<file path="config.mk">
export PLATFORM = sky130hd
export DESIGN_NAME = prog_loader
export DESIGN_NICKNAME = d
export VERILOG_FILES = /design/src/rtl/prog_loader_pkg.sv /design/src/rtl/loader_csum.sv /design/src/rtl/prog_loader.sv
export SDC_FILE = /design/constraint.sdc
export NUM_CORES = 1
export LEC_CHECK = 0
export BUFFER_PORTS_ARGS = -buffer_cell sky130_fd_sc_hd__buf_2
export CAP_MARGIN = 0
export CORE_UTILIZATION = 55
export CTS_BUF_LIST = sky130_fd_sc_hd__clkbuf_4 sky130_fd_sc_hd__clkbuf_8
export CTS_CLUSTER_SIZE = 12
export DETAILED_ROUTE_END_ITERATION = 8
export PLACE_DENSITY = 0.77
export SETUP_SLACK_MARGIN = 0.4
export SYNTH_ARGS = -nofsm -noshare
export SYNTH_HDL_FRONTEND = slang
export SYNTH_HIERARCHICAL = 1
export SYNTH_SLANG_ARGS = --single-unit
</file>
<file path="constraint.sdc">
create_clock -name clk -period 4.05 [get_ports clk]
set_clock_uncertainty 0.2 [all_clocks]
set_input_delay 0.6075 -clock clk [delete_from_list [all_inputs] [get_ports clk]]
set_output_delay 0.6075 -clock clk [all_outputs]
set_load 0.05 [all_outputs]
</file>
<file path="src/rtl/prog_loader_pkg.sv">
// -----------------------------------------------------------------------------
// prog_loader_pkg
//   Definitions shared by the program loader, the CPU control unit and the
//   host-side loader tooling.
//
//   Contents:
//     ADDR_W_DEFAULT : default instruction-memory address width.
//     state_e        : loader FSM state encoding (3 bits).
//     INSN_*         : bit positions of the instruction fields
//                      opcode[7:6], funct[5:4], a2[3:2], a1[1:0].
//     insn_*()       : field extractors built on those positions.
//     len_is_legal() : checks a length byte against the memory capacity.
// -----------------------------------------------------------------------------
package prog_loader_pkg;

  // Capacity is 2**ADDR_W bytes. The length byte is 8 bits wide, so widths
  // above 8 cannot be addressed by a single load.
  localparam int ADDR_W_DEFAULT = 5;

  typedef enum logic [2:0] {
    IDLE = 3'd0,
    LEN  = 3'd1,
    DATA = 3'd2,
    CSUM = 3'd3,
    RUN  = 3'd4,
    ERR  = 3'd5
  } state_e;

  // One instruction is one byte.
  localparam int INSN_OPCODE_MSB = 7;
  localparam int INSN_OPCODE_LSB = 6;
  localparam int INSN_FUNCT_MSB  = 5;
  localparam int INSN_FUNCT_LSB  = 4;
  localparam int INSN_A2_MSB     = 3;
  localparam int INSN_A2_LSB     = 2;
  localparam int INSN_A1_MSB     = 1;
  localparam int INSN_A1_LSB     = 0;

  function automatic logic [1:0] insn_opcode(input logic [7:0] insn);
    return insn[INSN_OPCODE_MSB:INSN_OPCODE_LSB];
  endfunction

  function automatic logic [1:0] insn_funct(input logic [7:0] insn);
    return insn[INSN_FUNCT_MSB:INSN_FUNCT_LSB];
  endfunction

  function automatic logic [1:0] insn_a2(input logic [7:0] insn);
    return insn[INSN_A2_MSB:INSN_A2_LSB];
  endfunction

  function automatic logic [1:0] insn_a1(input logic [7:0] insn);
    return insn[INSN_A1_MSB:INSN_A1_LSB];
  endfunction

  // A legal length is 1 .. 2**addr_w inclusive. The comparison is made in
  // 9 bits so that a capacity of 256 (addr_w = 8) is still representable.
  function automatic logic len_is_legal(input logic [7:0] len,
                                        input int unsigned addr_w);
    logic [8:0] capacity;
    capacity = 9'(1 << addr_w);
    return (len != 8'd0) && ({1'b0, len} <= capacity);
  endfunction

endpackage : prog_loader_pkg

</file>
<file path="src/rtl/loader_csum.sv">
// -----------------------------------------------------------------------------
// loader_csum
//   8-bit XOR accumulator for the program checksum.
//
//   Ports:
//     clk      in   system clock, rising edge
//     clr      in   synchronous active-high reset, clears the accumulator
//     clear_i  in   restart the accumulation (takes priority over en_i)
//     en_i     in   fold data_i into the accumulator this cycle
//     data_i   in   byte to accumulate
//     csum_o   out  current accumulator value
// -----------------------------------------------------------------------------
module loader_csum (
  input  logic       clk,
  input  logic       clr,
  input  logic       clear_i,
  input  logic       en_i,
  input  logic [7:0] data_i,
  output logic [7:0] csum_o
);

  logic [7:0] csum_q;
  logic [7:0] csum_d;

  // NOTE: every combinational output gets a default first, so no path leaves
  // it unassigned and no latch is inferred.
  always_comb begin
    csum_d = csum_q;
    if (clear_i) begin
      csum_d = 8'h00;
    end else if (en_i) begin
      csum_d = csum_q ^ data_i;
    end
  end

  // NOTE: sequential state is updated with non-blocking assignments so every
  // register samples the values from before the clock edge.
  always_ff @(posedge clk) begin
    if (clr) begin
      csum_q <= 8'h00;
    end else begin
      csum_q <= csum_d;
    end
  end

  assign csum_o = csum_q;

endmodule : loader_csum

</file>
<file path="src/rtl/prog_loader.sv">
// -----------------------------------------------------------------------------
// prog_loader
//   Writes a program received as a byte stream into instruction memory,
//   starting at address 0, and holds the CPU core in reset until the program
//   has been loaded and its XOR checksum verified.
//
//   Stream format:  L, B0 .. B(L-1), C   where C = B0 ^ B1 ^ ... ^ B(L-1)
//
//   Ports:
//     clk        in   system clock, rising edge
//     clr        in   synchronous active-high reset
//     start      in   load request (one-cycle pulse), ignored while busy
//     in_data    in   stream byte
//     in_valid   in   in_data valid
//     in_ready   out  a byte is accepted this cycle (LEN, DATA or CSUM)
//     mem_we     out  instruction-memory write enable, one pulse per byte
//     mem_addr   out  write address
//     mem_wdata  out  write data (one instruction)
//     cpu_clr_n  out  active-low CPU reset; 1 only in RUN
//     busy       out  load in progress (LEN, DATA, CSUM)
//     done       out  one-cycle pulse in the first RUN cycle
//     error      out  sticky error flag, cleared by the next start
//
//   All outputs except in_ready are registered; each one is loaded on the
//   same edge as the state transition that defines it, so they line up with
//   the state register rather than lagging it by a cycle.
// -----------------------------------------------------------------------------
module prog_loader
  import prog_loader_pkg::*;
#(
  parameter int ADDR_W = ADDR_W_DEFAULT
) (
  input  logic              clk,
  input  logic              clr,
  input  logic              start,
  input  logic [7:0]        in_data,
  input  logic              in_valid,
  output logic              in_ready,
  output logic              mem_we,
  output logic [ADDR_W-1:0] mem_addr,
  output logic [7:0]        mem_wdata,
  output logic              cpu_clr_n,
  output logic              busy,
  output logic              done,
  output logic              error
);

  state_e            state_q;
  logic [7:0]        len_q;
  logic [7:0]        count_q;
  logic [7:0]        count_d;
  logic              mem_we_q;
  logic [ADDR_W-1:0] mem_addr_q;
  logic [7:0]        mem_wdata_q;
  logic              cpu_clr_n_q;
  logic              busy_q;
  logic              done_q;
  logic              error_q;

  logic              accept;
  logic              csum_clear;
  logic              csum_en;
  logic [7:0]        csum_value;

  // The stream is only consumed in the three loading states; in_valid at any
  // other time is left pending on the host side.
  assign in_ready = (state_q == LEN) || (state_q == DATA) || (state_q == CSUM);
  assign accept   = in_valid && in_ready;

  // The accumulator restarts when the length byte is taken and folds in
  // every program byte; the checksum byte itself is only compared.
  assign csum_clear = (state_q == LEN)  && accept;
  assign csum_en    = (state_q == DATA) && accept;

  // Number of program bytes accepted once the current one is counted.
  assign count_d = count_q + 8'd1;

  loader_csum u_csum (
    .clk     (clk),
    .clr     (clr),
    .clear_i (csum_clear),
    .en_i    (csum_en),
    .data_i  (in_data),
    .csum_o  (csum_value)
  );

  // NOTE: only control and datapath registers are reset here; the program
  // image lives in the instruction memory, which is never cleared by reset.
  always_ff @(posedge clk) begin
    if (clr) begin
      state_q     <= IDLE;
      len_q       <= 8'd0;
      count_q     <= 8'd0;
      mem_we_q    <= 1'b0;
      mem_addr_q  <= '0;
      mem_wdata_q <= 8'h00;
      cpu_clr_n_q <= 1'b0;
      busy_q      <= 1'b0;
      done_q      <= 1'b0;
      error_q     <= 1'b0;
    end else begin
      // Pulsed outputs fall back to 0 unless a branch below raises them.
      mem_we_q <= 1'b0;
      done_q   <= 1'b0;

      unique case (state_q)
        IDLE: begin
          if (start) begin
            state_q <= LEN;
            busy_q  <= 1'b1;
          end
        end

        LEN: begin
          if (accept) begin
            if (len_is_legal(in_data, ADDR_W)) begin
              len_q   <= in_data;
              count_q <= 8'd0;
              state_q <= DATA;
            end else begin
              state_q <= ERR;
              busy_q  <= 1'b0;
              error_q <= 1'b1;
            end
          end
        end

        DATA: begin
          if (accept) begin
            // count_q < len_q <= 2**ADDR_W here, so the low ADDR_W bits are
            // the full address and the write address never wraps.
            mem_we_q    <= 1'b1;
            mem_addr_q  <= count_q[ADDR_W-1:0];
            mem_wdata_q <= in_data;
            count_q     <= count_d;
            if (count_d == len_q) begin
              state_q <= CSUM;
            end
          end
        end

        CSUM: begin
          if (accept) begin
            busy_q <= 1'b0;
            if (in_data == csum_value) begin
              state_q     <= RUN;
              done_q      <= 1'b1;
              cpu_clr_n_q <= 1'b1;
            end else begin
              state_q <= ERR;
              error_q <= 1'b1;
            end
          end
        end

        RUN: begin
          // A reload puts the CPU back into reset before any byte is written.
          if (start) begin
            state_q     <= LEN;
            busy_q      <= 1'b1;
            cpu_clr_n_q <= 1'b0;
          end
        end

        ERR: begin
          if (start) begin
            state_q <= LEN;
            busy_q  <= 1'b1;
            error_q <= 1'b0;
          end
        end

        default: begin
          state_q     <= IDLE;
          busy_q      <= 1'b0;
          cpu_clr_n_q <= 1'b0;
        end
      endcase
    end
  end

  assign mem_we    = mem_we_q;
  assign mem_addr  = mem_addr_q;
  assign mem_wdata = mem_wdata_q;
  assign cpu_clr_n = cpu_clr_n_q;
  assign busy      = busy_q;
  assign done      = done_q;
  assign error     = error_q;

endmodule : prog_loader

</file>
==> out/metrics.cfg, run 1 <==
[status]
status = finished clean

[synth]
synth.cells.most_frequent = nand2_1, dfxtp_1, a21oi_1
synth-simple-area-share_pct = 25.9
ys_warn_count = 6
synthFlopType = dfxtp_1
seq_area_frac_synth_pct = 41.0
synth_edf_count = 0
synth-xor-area-share_pct = 6.77
syn_area_sq_mm = 0.00220
yosysTopAreaCell = dfxtp_1
synth-compound-area-share_pct = 21.8
synthCells = 263
yosysMostFrequentCell = nand2_1
synth_fa_ha_area_share_pct = 0.569
syn_nets = 276
synth_top_area_share_pct = 41.0
synth_area_leaders = dfxtp_1, nand2_1, a21oi_1
synth_cell_types = 49
synth_mux_area_share_pct = 0
ys_seq_elements = 45
async_flop_share_pct = 0
synth_top_family_by_area = simple AND/OR/NAND/NOR gates
syn_area_per_cell_sq_um = 8.36

[routing]
wirelength_mm = 4.74
dr.pass1.iters = 4
first_iter_violations = 149
vias = 1996
route.detailed.drc = 0
antenna_left = 0
routedWlPerCell_microns = 14.1
vias_per_cell = 5.94

[floorplanning]
die_y_microns = 65.2
fp.coreArea_sq_mm = 0.00374
rows = 22
io_pins = 31
die-area_sq_mm = 0.00426
fp.dieW_microns = 65.2
start_util_pct = 58.8

[sta]
period_needed_ns = 2.67
fmax_mhz = 375
finalCritPeriodShare_pct = 65.8
tns_ns = 0
rsz0062_at_grt = no
worst_pin_slew_ns = 0.874
slew_headroom_pct = 41.7
setup_viol = 0
fin_hold_ws_ns = 0.255
report.final.slew_viol_count = 0
setup_ws_ns = 1.38
hold_viol_final = 0

[global_route]
antenna_found_initial = 0
grt_pass1_wl_mm = 7.84
grt_remaining_overflow = 0
grt_util_all_layers_pct = 23.8
grt_pass1_vias = 1673
grt_max_degree = 37

[place]
port_buffers = 30
pre_cts_slack_ns = 1.13
place_area_sq_mm = 0.00234
routabilityCongestion = 0.882
placed_cells = 328
hpwl_mm = 3.26

[setup_path]
end_kind = flip-flop
r2r_cells = 7
cp-startpoint = in_data[1]
critPathLaunchType = input port
r2r_end = u_csum/csum_o[4]
worstSetupEndpoint = count_q[3]
worst_ep_arrival_time_ns = 2.66
crit_fanout = 6
r2r-start = state_q[0]
crit_required_ns = 4.05
reg2reg_slack_ns = 1.41
crit_type = input port to flip-flop

[cells_and_area]
final_layout_size_suffix_gt1_share_pct = 18.1
antenna_cells = 0
fillers = 344
design_area_sq_mm = 0.00247
fin_nets = 300
stdcell_count = 336
utilization_pct = 66.1
syn_to_final_growth_pct = 12.5

[power_and_ir_drop]
power_density_mw_per_mm2 = 507
total_power_mw = 1.26
ir_worst_vdd_uv = 384
p_leak_nw = 0.962

[clocking]
numClockSinks = 45
cts_setup_buffers = 0
cts_tree = yes
cts_root_buf = clkbuf_8
cts_hold_buffers = 0
clkLatencyLatePin_ns = 0.30
cts.clk_slew.worst_paths_ns = 0.08
h-tree-depth = 2
post_cts_resize_count = 0
numCtsBuffers = 5
cts_buffer_depth = 2

[hold_path]
hp-class = flip-flop to flip-flop

[job]
drv_cap = 0

[how the worst min path moves through the flow]
stage          slack (ns)            to          from  depth (start not counted)
2_1_floorplan        0.25      len_q[3]      len_q[3]                          2
3_3_place_gp         0.24   mem_addr[2]   mem_addr[2]                          2
3_5_place_dp         0.25  mem_wdata[7]  mem_wdata[7]                          2
4_1_cts              0.26  mem_wdata[7]  mem_wdata[7]                          2
5_1_grt              0.28  mem_wdata[3]  mem_wdata[3]                          2
6_report             0.25  mem_wdata[7]  mem_wdata[7]                          2
[per-layer routing]
layer | global-route usage [%] | vias up | part of all wire, %
li1 | - | 985 | -
met1 | 31.6 | 950 | 46
met2 | 38.0 | 54 | 48
met3 | 5.03 | 7 | 5.0
met4 | 7.88 | 0 | 1.2
met5 | 0 | - | 0
[power by group]
group	switching [mW]	internal, mW	total, mW
clock	0.154	0.245	0.399
sequential	0.0346	0.478	0.513
combinational	0.241	0.102	0.344
total	0.430	0.825	1.26
[registers in the layout (all words and copies together), names as in the netlist]
| register | flops |
|---|---|
| mem_we | 1 |
| count_q | 8 |
| busy | 1 |
| u_csum/csum_o | 8 |
| error | 1 |
| len_q | 8 |
| mem_wdata | 8 |
| done | 1 |
| cpu_clr_n | 1 |
| state_q | 3 |
| mem_addr | 5 |
[worst max-delay path, stage by stage]
cell and delay, ns:
buf_2 0.14, or4_4 0.55, o21a_1 0.23, o41ai_1 0.55, and2_1 0.27, nand2_1 0.07
a32o_1 0.25
[logic make-up after synthesis]
family,after synthesis
xor+xnor,17
buf+inv,18
fa+ha+maj,1
compound gates,71
simple gates,111
flops,45
[cell type report]
type,instances,area [sq um],share of cell area [%]
multi-input combinational,200,1210,48.9
tap,48,60.1,2.43
timing repair buffer,30,150,6.07
clock inverter,3,65.1,2.63
inverter,5,18.8,0.758
sequential,45,901,36.4
clock buffer,5,68.8,2.78
[layout by cell type (no fill, tap or decap), types with 3 or more instances in the layout]
master     n
a21bo_2    6
a21oi_1   32
a31oi_1    7
and3_1     5
buf_2     30
clkbuf_8   5
dfxtp_1   45
inv_1      5
nand2_1   47
nand3_1   12
nand3b_1   8
nor2_1    10
nor2b_1    3
nor3_1     5
o21ai_0    4
or3_1      5
xnor2_1   12
xor2_1     5
Power figures use the tool's default switching activity.
==> run 2, diff against run 1 <==
--- a/config.mk
+++ b/config.mk
@@ -7,11 +7,11 @@
 export LEC_CHECK = 0
 export BUFFER_PORTS_ARGS = -buffer_cell sky130_fd_sc_hd__buf_2
 export CAP_MARGIN = 0
-export CORE_UTILIZATION = 55
+export CORE_UTILIZATION = 53
 export CTS_BUF_LIST = sky130_fd_sc_hd__clkbuf_4 sky130_fd_sc_hd__clkbuf_8
 export CTS_CLUSTER_SIZE = 12
 export DETAILED_ROUTE_END_ITERATION = 8
-export PLACE_DENSITY = 0.77
+export PLACE_DENSITY = 0.78
 export SETUP_SLACK_MARGIN = 0.4
 export SYNTH_ARGS = -nofsm -noshare
 export SYNTH_HDL_FRONTEND = slang
==> constraint.sdc (replaced) <==
create_clock -name clk -period 2.3 [get_ports clk]
set_clock_uncertainty 0.2 [all_clocks]
set_input_delay 0.345 -clock clk [delete_from_list [all_inputs] [get_ports clk]]
set_output_delay 0.345 -clock clk [all_outputs]
set_load 0.05 [all_outputs]
==> run 2 against run 1 <==
Net effect:
- register-to-register slack got worse by 1.3 ns
- wire length up 19%
- global-route usage rose by 3.4 points
- sequential power rose by 73%
- cell area up 16%
==> out/metrics.cfg, run 2 (synthesized netlist as in run 1, its figures left out) <==
[clocking]
cts_tree = yes
cts_hold_buffers = 0  ; unchanged
numClockSinks = 45  ; unchanged
numCtsBuffers = 5  ; unchanged
cts.clk_slew.worst_paths_ns = 0.09  ; about the same
clkLatencyLatePin_ns = 0.30  ; about the same
cts_root_buf = clkbuf_8
cts_buffer_depth = 2  ; unchanged
h-tree-depth = 2  ; unchanged

[cells_and_area]
multi_input_area_sq_mm = 0.00140  ; +16%
stdcell_count = 364  ; +8.3%
antenna_cells = 0  ; unchanged
syn_to_final_growth_pct = 30.4
design_area_sq_mm = 0.00287  ; +16%
register_area_sq_um = 910  ; +0.97%
utilization_pct = 71.7  ; +5.6 points
final_common_cell = nand2_1
fillers = 317  ; -7.8%
fin_nets = 326  ; +8.7%
final_layout_size_suffix_gt1_share_pct = 35.0  ; +17 points
final_cell_mix = nand2_1, dfxtp_1, a21oi_1, buf_2, buf_4

[setup_path]
crit_fanout = 5  ; -1
cpPeakStageDelay_ns = 0.42  ; -0.13 ns
r2r_cells = 7  ; unchanged
end_kind = flip-flop
cp_cell_sequence = ha_4 > nand2b_4 > o211a_1 > o32ai_2 > a31oi_2 > or3_4 > o41ai_2
r2r_end = state_q[0]
critPathLaunchType = flip-flop
crit_required_ns = 2.30  ; -1.75 ns
reg2reg_slack_ns = 0.15  ; -1.26 ns
critPathSlowestCell = or3_4
worst_ep_arrival_time_ns = 2.15  ; -0.51 ns
r2r-start = count_q[1]
crit_type = flip-flop to flip-flop

[hold_path]
hp-class = input port to flip-flop
hp-start = in_data[7]
min_to = mem_wdata[7]
min_path_cells = 3  ; +1

[place]
placed_cells = 345  ; +5.2%
routabilityCongestion = 0.828  ; -6.2%
port_buffers = 30  ; unchanged
pre_cts_slack_ns = -0.0467  ; -1.18 ns
place_area_sq_mm = 0.00252  ; +7.8%
hpwl_mm = 3.61  ; +11%

[power_and_ir_drop]
p_leak_nw = 1.13  ; +18%
ir_worst_vdd_uv = 528  ; +37%
total_power_mw = 2.36  ; +88%
power_density_mw_per_mm2 = 824  ; +62%

[sta]
fin_hold_ws_ns = 0.134  ; -0.121 ns
hold_viol_final = 0  ; unchanged
setup_viol = 0  ; unchanged
tns_ns = 0  ; unchanged
setup_ws_ns = 0.151  ; -1.23 ns
worst_pin_slew_ns = 0.587  ; -0.287 ns
finalCritPeriodShare_pct = 93.4
rsz0062_at_grt = yes
period_needed_ns = 2.15
fmax_mhz = 465
report.final.slew_viol_count = 0  ; unchanged
slew_headroom_pct = 60.6  ; +19 points

[floorplanning]
rows = 23  ; +4.5%
start_util_pct = 55.0  ; -3.8 points
die_y_microns = 66.4  ; +1.8%
fp.coreArea_sq_mm = 0.00400  ; +6.9%
die-area_sq_mm = 0.00441  ; +3.7%
fp.dieW_microns = 66.4  ; +1.8%
io_pins = 31  ; unchanged

[global_route]
grt_remaining_overflow = 0  ; unchanged
grt_util_all_layers_pct = 27.2  ; +3.4 points
grt_max_degree = 32  ; -14%
grt_pass1_vias = 1964  ; +17%
grt_pass1_wl_mm = 9.00  ; +15%
antenna_found_initial = 0  ; unchanged

[job]
drv_cap = 0  ; unchanged

[routing]
antenna_left = 0  ; unchanged
wirelength_mm = 5.66  ; +19%
dr.pass1.iters = 4  ; unchanged
vias_per_cell = 5.79  ; -2.6%
first_iter_violations = 175  ; +17%
route.detailed.drc = 0  ; unchanged
routedWlPerCell_microns = 15.5  ; +10%
vias = 2106  ; +5.5%

[status]
status = finished clean

-- run 2: changes by cell type in the layout (fill, tap and decap cells not counted), sizes merged --
| cell | before | now |
|---|---|---|
| buf | 30 | 55 |
| bufinv | 2 | 1 |
| clkbuf | 5 | 6 |
| clkinv | 1 | 2 |
-- run 2: critical path: cells and delay by family (launching register included) --
kind | cells | cell delay, ns
adders and majority gates | 1 | 0.18
AOI/OAI and AO/OA | 4 | 0.74
and+or+nand+nor | 2 | 0.56
DFF | 1 | 0.37
-- run 2: what timing repair did --
item / CTS / global route
pin swaps: 7 / 9
endpoints found under the setup margin: 42 / 40
setup buffers: 7 / 3
cloned: 0 / 1
gates resized for setup: 25 / 12
-- run 2: how the worst max path moves through the flow --
| stage | from | depth (start not counted) | to | slack [ns] |
|---|---|---|---|---|
| after floorplan | in_data[1] | 6 | count_q[3] | 0.16 |
| after global placement | in_data[1] | 7 | count_q[3] | -0.005 |
| after detailed placement | in_data[1] | 7 | error | -0.05 |
| after CTS | count_q[0] | 7 | state_q[0] | 0.17 |
| after global routing | count_q[1] | 7 | state_q[0] | 0.08 |
| final | count_q[1] | 7 | state_q[0] | 0.15 |
-- run 2: cell type report --
type                       count  area share [%]
clock buffer                   6            2.66
sequential                    45            31.7
timing repair buffer          55            12.1
clock inverter                 2            1.35
inverter                       5           0.829
multi-input combinational    200            48.9
tap                           50            2.18
timing repair inverter         1           0.218
-- run 2: routing by layer --
metal | share of wire (%) | track usage [%]
met3 | 4.2 | 6.72
met4 | 2.3 | 10.4
met2 | 49 | 46.0
met1 | 45 | 32.8
met5 | 0 | 0
-- run 2: power breakdown --
| group | internal, mW | switching, mW | leakage [nW] | total (mW) |
|---|---|---|---|---|
| clock network | 0.338 | 0.279 | 0.0588 | 0.617 |
| registers | 0.842 | 0.0454 | 0.366 | 0.887 |
| logic | 0.306 | 0.553 | 0.710 | 0.859 |
| total | 1.49 | 0.877 | 1.13 | 2.36 |
==> run 3, diff against run 2 <==
--- a/config.mk
+++ b/config.mk
@@ -7,12 +7,13 @@
 export LEC_CHECK = 0
 export BUFFER_PORTS_ARGS = -buffer_cell sky130_fd_sc_hd__buf_2
 export CAP_MARGIN = 0
+export CORE_ASPECT_RATIO = 0.8
 export CORE_UTILIZATION = 53
 export CTS_BUF_LIST = sky130_fd_sc_hd__clkbuf_4 sky130_fd_sc_hd__clkbuf_8
 export CTS_CLUSTER_SIZE = 12
 export DETAILED_ROUTE_END_ITERATION = 8
 export PLACE_DENSITY = 0.78
-export SETUP_SLACK_MARGIN = 0.4
+export SETUP_SLACK_MARGIN = 0.5
 export SYNTH_ARGS = -nofsm -noshare
 export SYNTH_HDL_FRONTEND = slang
 export SYNTH_HIERARCHICAL = 1
==> run 3 against run 2 <==
Net effect:
- wire length rose by 5.2%
- setup slack better by 0.026 ns
- cell area is 4.0% higher
- first-iteration DRC count grew 6.9%
- critical endpoint unchanged
- non-clock buffer count decreased by 2
- cell count up 0.55%
- sequential cell count did not move
- highest routed layer unchanged
- via count increased by 1.0%
- register-to-register slack gained 0.03 ns
- critical path depth is 2 lower
==> out/metrics.cfg, run 3 (synthesized netlist as in run 1, its figures left out) <==
[setup_path]
worst_ep_arrival_time_ns = 2.15  ; about the same
crit_type = flip-flop to flip-flop
cpPeakStageDelay_ns = 0.41  ; about the same
crit_family = simple AND/OR/NAND/NOR gates
end_kind = flip-flop
crit_fanout = 5  ; unchanged
critPathLaunchType = flip-flop
cp_cell_sequence = and4_4 > nand4_1 > o311a_1 > or3_4 > o41ai_2
crit_required_ns = 2.33  ; +0.03 ns
worst-path-buf-inv = 0  ; unchanged
critPathSlowestCell = or3_4

[clocking]
clkLatencyLatePin_ns = 0.31  ; about the same
cts_buffer_depth = 2  ; unchanged
cts_root_buf = clkbuf_8
cts.clk_slew.worst_paths_ns = 0.09  ; about the same
h-tree-depth = 2  ; unchanged
cts_tree = yes
numCtsBuffers = 5  ; unchanged
numClockSinks = 45  ; unchanged

[power_and_ir_drop]
ir_worst_vdd_uv = 715  ; +35%
total_power_mw = 2.43  ; +3.0%
p_leak_nw = 1.13  ; -0.44%
power_density_mw_per_mm2 = 815  ; -1.0%

[hold_path]
hp-class = input port to flip-flop

[routing]
antenna_left = 0  ; unchanged
met2WireLength_mm = 2.84  ; +3.3%
route.detailed.drc = 0  ; unchanged
dr.pass1.iters = 5  ; +1
met1_length_mm = 2.76  ; +9.0%
routedWlPerCell_microns = 16.2  ; +4.6%
vias_per_cell = 5.81  ; +0.49%
top_layer = met4
wirelength_mm = 5.95  ; +5.2%
wl_met3_microns = 231  ; -2.1%
first_iter_violations = 187  ; +6.9%
vias = 2128  ; +1.0%

[floorplanning]
fp.dieW_microns = 74.0  ; +11%
start_util_pct = 56.7  ; +1.7 points
die_y_microns = 59.6  ; -10%
io_pins = 31  ; unchanged
die-area_sq_mm = 0.00441  ; about the same
fp.coreArea_sq_mm = 0.00388  ; -3.0%
rows = 20  ; -13%

[sta]
setup_viol = 0  ; unchanged
fmax_mhz = 471  ; +1.2%
period_needed_ns = 2.12  ; -0.0265 ns
tns_ns = 0  ; unchanged
slew_headroom_pct = 65.8  ; +5.3 points
finalCritPeriodShare_pct = 92.3  ; -1.2 points
hold_viol_final = 0  ; unchanged
worst_pin_slew_ns = 0.508  ; -0.0788 ns
rsz0062_at_grt = yes
report.final.slew_viol_count = 0  ; unchanged

[cells_and_area]
final_common_cell = nand2_1
final_layout_size_suffix_gt1_share_pct = 41.2  ; +6.1 points
fillers = 282  ; -11%
syn_to_final_growth_pct = 35.7
final_cell_mix = nand2_1, dfxtp_1, buf_2, a21oi_1, buf_4
fin_nets = 323  ; -0.92%
antenna_cells = 0  ; unchanged

[place]
routabilityCongestion = 0.890  ; +7.5%
hpwl_mm = 3.67  ; +1.4%
port_buffers = 30  ; unchanged

[global_route]
grt_max_degree = 36  ; +13%
grt_util_all_layers_pct = 27.2  ; about the same
grt_pass1_vias = 1923  ; -2.1%
grt_pass1_wl_mm = 8.99  ; about the same
grt_remaining_overflow = 0  ; unchanged
antenna_found_initial = 0  ; unchanged

[job]
drv_cap = 0  ; unchanged

[status]
status = finished clean

==> run 3: cell count changes in the layout (fill, tap and decap cells not counted), moves of 4 or more <==
cell,change
a21oi_1,-4
a21oi_2,+4
buf_4,-5
nand3_1,-6
nand3_2,+6
==> run 3: metal layers <==
metal	GRT usage (%)	vias up
li1	-	1030
met1	37.1	1031
met3	4.59	14
met5	0	-
met4	9.34	0
met2	43.5	53
==> run 3: worst paths after layout <==
path	startpoint	end	slack, ns	depth (start not counted)
hold / removal	in_data[7]	mem_wdata[7]	0.11	3
hold reg to reg	mem_wdata[7]	mem_wdata[7]	0.25	2
setup reg to reg	count_q[2]	state_q[0]	0.18	5
setup / recovery	count_q[2]	state_q[0]	0.18	5
==> run 3: worst reg2reg max path: stages (launching register included) <==
cell and delay, ns:
dfxtp_1 0.40, and4_4 0.28, nand4_1 0.19, o311a_1 0.37, or3_4 0.41, o41ai_2 0.20
==> run 3: cell type report <==
class / count / area [sq um] / area share [%]
Timing Repair Buffer: 53 / 353 / 11.8
Sequential cell: 45 / 912 / 30.6
Tap cell: 55 / 68.8 / 2.31
Multi-Input combinational cell: 200 / 1510 / 50.7
Clock inverter: 3 / 46.3 / 1.55
Clock buffer: 5 / 68.8 / 2.31
Inverter: 5 / 21.3 / 0.713
==> run 3: through the flow <==
stage                     worst slack [ns]  cell area, sq um  instances  hold slack, ns  util [%]
after CTS                            0.198              2800        361           0.124      72.1
after detailed placement           -0.0780              2530        347           0.246      65.2
after floorplan                      0.160              2280        263           0.252         -
after global placement             -0.0213              2530        347           0.240      65.2
after global routing                 0.115              2980        366           0.122      76.9
final                                0.178              2980        366           0.113      76.9
==> run 3: timing repair <==
item,in CTS,in global routing
gates resized for setup,26,31
buffers inserted,6,5
endpoints found under the setup margin,28,36
pin swaps,4,20
hold buffers,0,0
==> run 3: where the power goes <==
part	total [mW]	switching, mW	internal (mW)
logic	0.896	0.564	0.333
clock network	0.624	0.299	0.325
registers	0.912	0.0691	0.843
